--- config.mk ---
export PLATFORM = sky130hd
export DESIGN_NAME = icache_ctrl
export DESIGN_NICKNAME = d
export VERILOG_FILES = /design/src/rtl/icache_ctrl.sv
export SDC_FILE = /design/constraint.sdc
export NUM_CORES = 1
export LEC_CHECK = 0
export CORE_ASPECT_RATIO = 1.1
export CORE_MARGIN = 10
export CORE_UTILIZATION = 54
export CTS_CLUSTER_DIAMETER = 50
export DETAILED_ROUTE_END_ITERATION = 7
export PLACE_DENSITY = 0.82
export SLEW_MARGIN = 10
export SYNTH_ARGS = -nofsm -noshare
export SYNTH_HDL_FRONTEND = slang
export SYNTH_SLANG_ARGS = --single-unit
--- constraint.sdc ---
create_clock -name CLK -period 11.77 [get_ports CLK]
set_input_delay 2.354 -clock CLK [delete_from_list [all_inputs] [get_ports CLK]]
set_output_delay 2.354 -clock CLK [all_outputs]
set_load 0.05 [all_outputs]
--- src/rtl/icache_ctrl.sv ---
// Direct-mapped read-only instruction cache with 128-bit block refill.
// Define ICACHE_STATS_EN to add the HIT_COUNT/MISS_COUNT counters.
module icache_ctrl #(
  parameter int LINES   = 8,
  parameter int INDEX_W = 3
) (
  input  logic         CLK,
  input  logic         RESET_N,
  input  logic         READ,
  input  logic [31:0]  PC,
  output logic [31:0]  INSTRUCTION,
  output logic         IMEM_BUSYWAIT,
  output logic         MEM_READ,
  output logic [27:0]  MEM_ADDRESS,
  input  logic [127:0] MEM_READDATA,
`ifdef ICACHE_STATS_EN
  input  logic         MEM_BUSYWAIT,
  output logic [31:0]  HIT_COUNT,
  output logic [31:0]  MISS_COUNT
`else
  input  logic         MEM_BUSYWAIT
`endif
);

  localparam int TAG_W = 28 - INDEX_W;

  typedef enum logic [1:0] {
    S_IDLE,
    S_MEM_READ,
    S_UPDATE
  } state_e;

  state_e             state_q, state_d;
  logic [27:0]        miss_q, miss_d;
  logic [127:0]       blk_q, blk_d;
  logic [LINES-1:0]   valid_q, valid_d;
  logic [TAG_W-1:0]   tag_q [LINES];
  logic [127:0]       data_q [LINES];

  logic [INDEX_W-1:0] idx;
  logic [INDEX_W-1:0] fill_idx;
  logic [TAG_W-1:0]   tag;
  logic [1:0]         off;
  logic               lookup_hit;
  logic               miss_start;
  logic               fill;
  logic               pc_unused;

  assign idx       = PC[INDEX_W+3:4];
  assign tag       = PC[31:INDEX_W+4];
  assign off       = PC[3:2];
  assign fill_idx  = miss_q[INDEX_W-1:0];
  assign pc_unused = ^PC[1:0];

  assign lookup_hit = (state_q == S_IDLE) && READ
                    && valid_q[idx]
                    && (tag_q[idx] == tag);
  assign miss_start = (state_q == S_IDLE) && READ
                    && !lookup_hit;

  assign MEM_ADDRESS = miss_q;

  always_comb begin
    state_d       = state_q;
    miss_d        = miss_q;
    blk_d         = blk_q;
    valid_d       = valid_q;
    fill          = 1'b0;
    INSTRUCTION   = 32'd0;
    IMEM_BUSYWAIT = 1'b0;
    MEM_READ      = 1'b0;
    unique case (state_q)
      S_IDLE: begin
        if (lookup_hit) begin
          INSTRUCTION = data_q[idx][{off, 5'b0} +: 32];
        end else if (miss_start) begin
          IMEM_BUSYWAIT = 1'b1;
          miss_d        = PC[31:4];
          state_d       = S_MEM_READ;
        end
      end
      S_MEM_READ: begin
        IMEM_BUSYWAIT = 1'b1;
        MEM_READ      = 1'b1;
        if (!MEM_BUSYWAIT) begin
          blk_d   = MEM_READDATA;
          state_d = S_UPDATE;
        end
      end
      S_UPDATE: begin
        IMEM_BUSYWAIT     = 1'b1;
        fill              = 1'b1;
        valid_d[fill_idx] = 1'b1;
        state_d           = S_IDLE;
      end
      default: state_d = S_IDLE;
    endcase
  end

  always_ff @(posedge CLK or negedge RESET_N) begin
    if (!RESET_N) begin
      state_q <= S_IDLE;
      miss_q  <= '0;
      blk_q   <= '0;
      valid_q <= '0;
    end else begin
      state_q <= state_d;
      miss_q  <= miss_d;
      blk_q   <= blk_d;
      valid_q <= valid_d;
    end
  end

  // Tag/data need no reset: valid bits gate every read.
  always_ff @(posedge CLK) begin
    if (fill) begin
      tag_q[fill_idx]  <= miss_q[27:INDEX_W];
      data_q[fill_idx] <= blk_q;
    end
  end

`ifdef ICACHE_STATS_EN
  logic [31:0] hit_cnt_q, hit_cnt_d;
  logic [31:0] miss_cnt_q, miss_cnt_d;

  always_comb begin
    hit_cnt_d  = hit_cnt_q + {31'd0, lookup_hit};
    miss_cnt_d = miss_cnt_q + {31'd0, miss_start};
  end

  always_ff @(posedge CLK or negedge RESET_N) begin
    if (!RESET_N) begin
      hit_cnt_q  <= '0;
      miss_cnt_q <= '0;
    end else begin
      hit_cnt_q  <= hit_cnt_d;
      miss_cnt_q <= miss_cnt_d;
    end
  end

  assign HIT_COUNT  = hit_cnt_q;
  assign MISS_COUNT = miss_cnt_q;
`endif

endmodule

## Word-level counts from Yosys, hierarchy flattened

Memory sizes are Yosys's and may differ from the RTL's.
Index checks and enable logic that the tools add are counted.

| operators by class | value |
|---|---|
| magnitude comparators | 3 |
| equal/unequal tests | 6 |
| shifts and indexed selects | 1 |
| multiplexer cells | 17 |
| bitwise logic cells | 3 |
| reduce and logical (&&, ||, !) cells | 11 |

Operators by type and width:

| operator | number |
|---|---|
| $shiftx 128x8->32 | 1 |
| $mux 32 | 2 |
| $eq 25x25->1 | 1 |
| $lt 3x4->1 const B | 2 |
| $mux 1 | 8 |
| $or 8x8->8 | 1 |
| $mux 2 | 3 |
| $ne 2x2->1 const B | 3 |
| $reduce_and 3->1 | 2 |
| $logic_and 1x1->1 | 5 |
| $pmux 2 s2 | 1 |
| $bmux 1 s3 | 1 |
| $demux 1 s3 | 1 |
| $ge 3x1->1 const B | 1 |
| $eq 2x1->1 const B | 1 |
| $eq 2x2->1 const B | 1 |
| $logic_not 2->1 | 1 |
| $not 1->1 | 2 |
| $pmux 1 s2 | 1 |
| $reduce_and 2->1 | 1 |
| $reduce_or 2->1 | 1 |
| $logic_not 1->1 | 1 |

| storage, ports and cells | value |
|---|---|
| register bits | 166 |
| memory bits (writable) | 1224 |
| input port bits | 164 |
| output and inout bits | 62 |
| word-level logic and storage cells | 47 |
| memories | 2 |

Memory list:

| name | words | width | rd ports | clocked after Yosys merged registers in | wr ports | RTL line | text |
|---|---|---|---|---|---|---|---|
| data_q | 8 | 128 | 1 | 0 | 1 | 38 | `logic [127:0] data_q [LINES];` |
| tag_q | 8 | 25 | 1 | 0 | 1 | 37 | `logic [TAG_W-1:0] tag_q [LINES];` |

## Depth between registers and ports, before layout

Gate-level depths: netlist of run 1.

| depth | value |
|---|---|
| word-level depth | 9 |
| depth in mapped cells | 12 |
| gate-level depth less buffers | 7 |

## Worst setup path before layout of run 1

No wires, ideal clock.

| path | value |
|---|---|
| kind | register to register |
| start point | reg miss_q[0], in the netlist MEM_ADDRESS[0] |
| end point | reg valid_q[0] |
| library setup time | 131 ps |
| arrival | 12137 ps |
| required time | 11639 ps |
| path slack | -498 ps |
| stages on the path, launching flop included | 4 |
| buffers on the path | 0 |
| clock period less this slack | 12268 ps |
| path through | dfrtp_1 nand2b_1 nor3_1 or2_2 |

| between the ends | value |
|---|---|
| word-level cells in the longest chain between the ends | 5 |
| elaborated cells between the ends (all ways) | 6 |
| classes of those cells | order compare: 2; mux: 2; bitwise: 1; reduce/logical: 1 |

Ends and longest elaborated chain:

| element | RTL line | text |
|---|---|---|
| start: declaration | 34 | `logic [27:0] miss_q, miss_d;` |
| start signal: assignment | 108 | `miss_q <= miss_d;` |
| $lt 3x4->1 (not written as such) or $ge 3x1->1 (tied branches) | 93 | `valid_d[fill_idx] = 1'b1;` |
| $logic_and 1x1->1 (not written as such) | 93 |  |
| $mux 1 (not written as such) | 93 |  |
| $demux 1 s3 * | 93 |  |
| $or 8x8->8 (no source line) * | n/a |  |
| end signal: assignment | 110 | `valid_q <= valid_d;` |
| end: declaration | 36 | `logic [LINES-1:0] valid_q, valid_d;` |

Mark *: on every way between the ends. The rest lies on a longest branch, timed or not.
A chain may end at the register's enable or synchronous reset.

## Worst setup path in the final report of run 1

| path | value |
|---|---|
| start point | in PC[5] |
| end point | out INSTRUCTION[12] |

| between the ends | value |
|---|---|
| word-level cells in the longest chain between the ends | 6 |
| elaborated cells between the ends (all ways) | 10 |
| classes of those cells | eq/ne: 1; shift: 1; mux: 4; reduce/logical: 2; memory: 2 |

Ends and longest elaborated chain:

| element | RTL line | text |
|---|---|---|
| start: declaration | 10 | `input logic [31:0] PC,` |
| parallel branches: the longest is 4 deep, another holds $mem_v2 8x128 | n/a |  |
| $mux 32 * | 74 | `if (lookup_hit) begin` |
| $mux 32 * | 72 | `unique case (state_q)` |
| end: declaration | 11 | `output logic [31:0] INSTRUCTION,` |

Mark *: on every way between the ends. The select of a mux whose other input is x is not followed.

==> run summary, run 1 <==
Max-Cap Viols: 0
hold path endpoint: valid_q[0]
Layout area overhead: 15.85%
Slew Limit Fails: 0
gpl congestion: 0.7448
syn avg cell area: 23.65 sq um
IO Port Bufs: 223
DR pass1 iterations: 5
fin crit share: 78.42%
status: finished clean
worst hold path depth: 1
Avg Vias per Cell: 6.251
crit-path cells: buf_8 -> buf_12 -> buf_4 -> mux4_2 -> mux4_2 -> mux2i_1 -> nor2_1 -> clkdlybuf4s50_1
clock skew: 35.63 ps
Mapped Cells: 2239
Finished Cell Area: 0.06133 sq mm
Seq/Total Area, Yosys: 77.27%
CP Max Fanout: 149
final net count: 2695
Synth Cell Area: 0.05294 sq mm
HP Class: reg -> reg
core region area: 0.09729 sq mm
Root Driver: clkbuf_16
Congestion Overflow GR: 0
Post-CTS Setup Bufs: 0
site row count: 120
CP Data Required Time: 9420 ps
layout cell share with drive strength beyond 1: 29.81%
initial antenna violation count: 6
most frequent cell after synthesis: edfxtp_1
post-synth top area share: 69.42%
Pleak: 20.08 nW
initial core utilization: 54.42%
number of synthesized flops with an enable pin: 1224
Most common cell on crit path: mux4_2
r2r endpoint: data_q[2][67]
Final Hold Vio Count: 0
Detail Placement HPWL: 62380 um
DRC Markers: 0
Top FF cell, synth: edfxtp_1
cells on worst reg2reg path: 6
die height: 348.4 um
worst slew pin tran: 1178 ps
H-tree levels: 4
Worst setup SP type: input port
WS Path Type: in -> out
post-route ant nets: 0
dominant cells by area after synthesis: edfxtp_1 (69%), mux4_2 (15%), dfrtp_1 (7.8%), mux2_2 (3.1%), mux2i_1 (1.5%)
Die W: 318.6 um
die area: 0.1110 sq mm
Resized cells post-CTS: 0
Worst slew margin: 21.49%
async set-reset flop share out of synthesis: 11.94%
later-pin clock latency in the skew report: 740 ps
Routed Wire Length: 119000 um
delay-heaviest family, CP: buffers and inverters
Post-synth top cells: edfxtp_1 (1224), mux4_2 (358), dfrtp_1 (166)
TritonCTS clock tree: built
number of DRC markers in iteration 0: 2706
fin crit period: 9230 ps
Crit path arrival time: 6880 ps
worst setup path startpoint: PC[5]
CP Capture Type: output pin
via count: 24530
Worst-path clk slew: 60 ps
Num CTS Buffers: 136
PD cells: 220.2 mW/mm^2
largest net degree at the start of global routing: 150
first-pass GRT wire length: 177700 um
Max Fclk: 108.3 MHz
Reg-to-Reg Start: state_q[0]
syn_nets: 2407
slowest CP cell: buf_4
Peak VDD IR: 0.0001739 V
Post-CTS Hold Fix Bufs: 0
Yosys cell types: 44
CP peak stage delay: 1000 ps
Total GRT Usage: 21.47%
io pins: 226
clock sinks: 1390
area leader, netlist: edfxtp_1
Synth warnings: 0
Max Buffers Root-to-Sink: 3
Placed Area: 0.05669 sq mm
post-DR wirelength/cell: 30.32 um
Final setup viols: 0
vias in the first global route: 26460
HP Start: valid_q[0]
Worst Path Buf+Inv: 4
hold slack: 470.1 ps
Setup TNS: 0 ps
register bit total from synthesis: 1390
RSZ-0062 raised after global routing: no
Reg2Reg Setup Slack: 8330 ps
worst max-delay path by stage:
stage	endpoint	slack (ps)	cells past startpoint
final	INSTRUCTION[12]	2540	8
after global placement	INSTRUCTION[14]	2510	8
after global routing	IMEM_BUSYWAIT	2310	9
after detailed placement	INSTRUCTION[14]	2400	8
after CTS	INSTRUCTION[14]	2440	8
after floorplan	valid_q[6]	3740	3
metrics by stage:
step	cells	util (%)	setup slack (ps)	total power, W
6_report	3925	63.04	2540	0.01350
4_1_cts	3923	63.01	2443	0.01360
3_3_place_gp	3669	58.27	2505	0.008988
2_1_floorplan	2239	-	3740	0.008412
3_5_place_dp	3669	58.27	2397	0.009166
5_1_grt	3924	63.04	2307	0.01397
cell usage in the layout (no fill, tap or decap), drive strengths merged, types with 11 or more instances in the layout:
cell type / Yosys / layout
nor2: 41 / 41
xor2: 15 / 15
a22oi: 11 / 11
bufinv: 0 / 12
edfxtp: 1224 / 1224
inv: 3 / 14
clkbuf: 45 / 183
clkdlybuf4s50: 0 / 217
buf: 66 / 43
mux4: 358 / 358
mux2i: 78 / 78
dfrtp: 166 / 166
clkinv: 0 / 46
mux2: 156 / 156
report_power, final:
group          switching [W]  internal (W)  leakage [nW]
Combinational       0.000923      0.000724          4.82
Clock                0.00189       0.00253          2.25
Sequential          0.000734       0.00670          13.0
layout make-up:
class	instances	area, sq um
sequential	1390	40910
fill	6218	35960
multi-input combinational	735	11590
clock buffer	182	3716
timing repair buffer	261	2608
tap	1281	1603
clock inverter	72	898.4
inverter	3	11.26
antenna	1	2.502
flip-flops by register name, indices dropped and copies added, names as in the netlist:
| signal | flops |
|---|---|
| data_q | 1024 |
| tag_q | 200 |
| MEM_ADDRESS | 28 |
| state_q | 2 |
| blk_q | 128 |
| valid_q | 8 |
layer usage:
metal / part of all wire (%) / GRT usage (%) / wire [um]
met5: 0.039 / 0 / 46
met1: 38 / 27.98 / 45620
met2: 52 / 36.32 / 61370
met4: 2.4 / 6.270 / 2880
met3: 7.6 / 4.660 / 9086
kinds of logic (layout without fill, tap and decap cells):
kind of cell,count (synthesis),after routing,synth area share (%)
AND/OR/NAND/NOR,88,88,0.8248
buffers and inverters,114,518,0.9997
XOR/XNOR,19,19,0.3143
multiplexers,592,592,20.08
other,0,1,0
adder cells (fa/ha/maj),4,4,0.09453
flip-flops,1390,1390,77.27
AO/OA/AOI/OAI,32,32,0.4207
No activity file was read; power rests on OpenSTA's default activity.
==> inputs of run 2 (changes only) <==
Settings changed: CORE_UTILIZATION 54 to 55, PLACE_DENSITY 0.82 to 0.8.
Clock period 11.77 ns to 9.5 ns, I/O delays scaled along.
==> run summary, run 2 (same netlist as run 1, synthesis figures left out) <==
worst slew pin tran: 1172 ps
max FFs per register: 1024
Finished Cell Area: 0.06115 sq mm
Total GRT Usage: 21.68%
Max Buffers Root-to-Sink: 3
clock sinks: 1390
Final setup viols: 0
Max Fclk: 129.0 MHz
Peak VDD IR: 0.0003271 V
status: finished clean
Worst slew margin: 21.70%
Max-Cap Viols: 0
final net count: 2691
clock power share: 32.2%
CP Capture Type: output pin
Slew Limit Fails: 0
commonest non-fill, non-tap cells in the layout: edfxtp_1 (1224), mux4_2 (358), clkdlybuf4s50_1 (217)
Largest Register: data_q
Layout area overhead: 15.51%
Psw: 0.004258 W
H-tree levels: 4
die area: 0.1091 sq mm
initial antenna violation count: 16
site row count: 119
Num CTS Buffers: 139
DRC Markers: 0
fin crit period: 7752 ps
Seq pwr share: 55.5%
IO Port Bufs: 223
CP Data Required Time: 7600 ps
CP Max Fanout: 63
Setup TNS: 0 ps
slowest CP cell: clkdlybuf4s50_1
WS Path Type: in -> out
Post-CTS Setup Bufs: 0
via count: 24330
Crit path arrival time: 5850 ps
Most common cell on crit path: a21oi_1
switching portion of total power: 25.72%
HP Class: reg -> reg
core region area: 0.09559 sq mm
clock skew: 24.85 ps
Die W: 315.8 um
first-pass GRT wire length: 174400 um
PD cells: 270.7 mW/mm^2
layout cell share with drive strength beyond 1: 29.32%
fin crit share: 81.60%
CP peak stage delay: 750 ps
Pleak: 19.98 nW
Resized cells post-CTS: 0
RSZ-0062 raised after global routing: no
gpl congestion: 0.7338
total chip power: 0.01655 W
later-pin clock latency in the skew report: 730 ps
Congestion Overflow GR: 0
die height: 345.4 um
Final Hold Vio Count: 0
Post-CTS Hold Fix Bufs: 0
DR pass1 iterations: 7
Avg Vias per Cell: 6.224
most common cell after layout, fill and taps aside: edfxtp_1
internal cell power: 0.01229 W
Detail Placement HPWL: 59400 um
biggest regs: data_q (1024), tag_q (200), blk_q (128)
Worst-path clk slew: 60 ps
Comb pwr share: 12.2%
Root Driver: clkbuf_16
crit-path cells: buf_6 -> nor2b_1 -> a22oi_1 -> a21oi_1 -> o2111ai_1 -> nor4_2 -> a31o_2 -> buf_4 -> a21oi_1 -> clkdlybuf4s50_1
Placed Area: 0.05668 sq mm
number of DRC markers in iteration 0: 2561
Worst setup SP type: input port
io pins: 226
initial core utilization: 55.39%
Routed Wire Length: 116900 um
post-route ant nets: 0
TritonCTS clock tree: built
vias in the first global route: 26250
largest net degree at the start of global routing: 146
post-DR wirelength/cell: 29.92 um
==> run 2: through the flow <==
step	setup slack [ps]	utilization, %	cells	hold slack (ps)
final	1748	63.98	3909	470.3
after global routing	1503	63.97	3908	484.5
after CTS	1677	63.97	3906	469.0
after detailed placement	1655	59.30	3652	454.9
after global placement	1691	59.30	3652	445.4
after floorplan	1470	-	2239	433.7
==> run 2: critical path, delay by kind of cell <==
family	cells	cell delay, ps
buf+inv	3	1840
compound gates	5	1070
simple gates	2	980
==> run 2: worst paths after layout <==
check | from | slack, ps | cells past startpoint | end
worst min-delay path | valid_q[7] | 470 | 1 | valid_q[7]
worst max-delay path | PC[6] | 1750 | 10 | IMEM_BUSYWAIT
min in group asynchronous | RESET_N | 1280 | 1 | blk_q[122]
worst min register to register | valid_q[7] | 470 | 1 | valid_q[7]
max in group asynchronous | RESET_N | 6820 | 2 | MEM_ADDRESS[18]
worst max register to register | state_q[0] | 5910 | 6 | data_q[3][89]
==> run 2: metal layers <==
metal  vias to the layer above  routed length, um  GRT usage (%)
met2                      1073              59220          35.25
li1                       9994                  -              -
met5                         -                126              0
met3                       222               9679          5.675
met4                        18               3522          7.601
met1                     13020              44390          28.25
==> run 2: power by group through the flow <==
stage / combinational [W] / clock, W / sequential [W]
5_1_grt: 0.00214 / 0.00566 / 0.00935
6_report: 0.00203 / 0.00534 / 0.00919
3_5_place_dp: 0.00203 / 0 / 0.00929
4_1_cts: 0.00205 / 0.00542 / 0.00920
2_1_floorplan: 0.00115 / 0 / 0.00927
3_3_place_gp: 0.00200 / 0 / 0.00911
==> run 2: area by class of cell <==
type | instances | area (sq um)
Antenna cell | 3 | 7.507
Fill cell | 6017 | 34440
Multi-Input combinational cell | 735 | 11590
Sequential cell | 1390 | 40910
Clock inverter | 54 | 513.0
Timing Repair Buffer | 254 | 2585
Inverter | 3 | 11.26
Tap cell | 1270 | 1589
Clock buffer | 200 | 3953
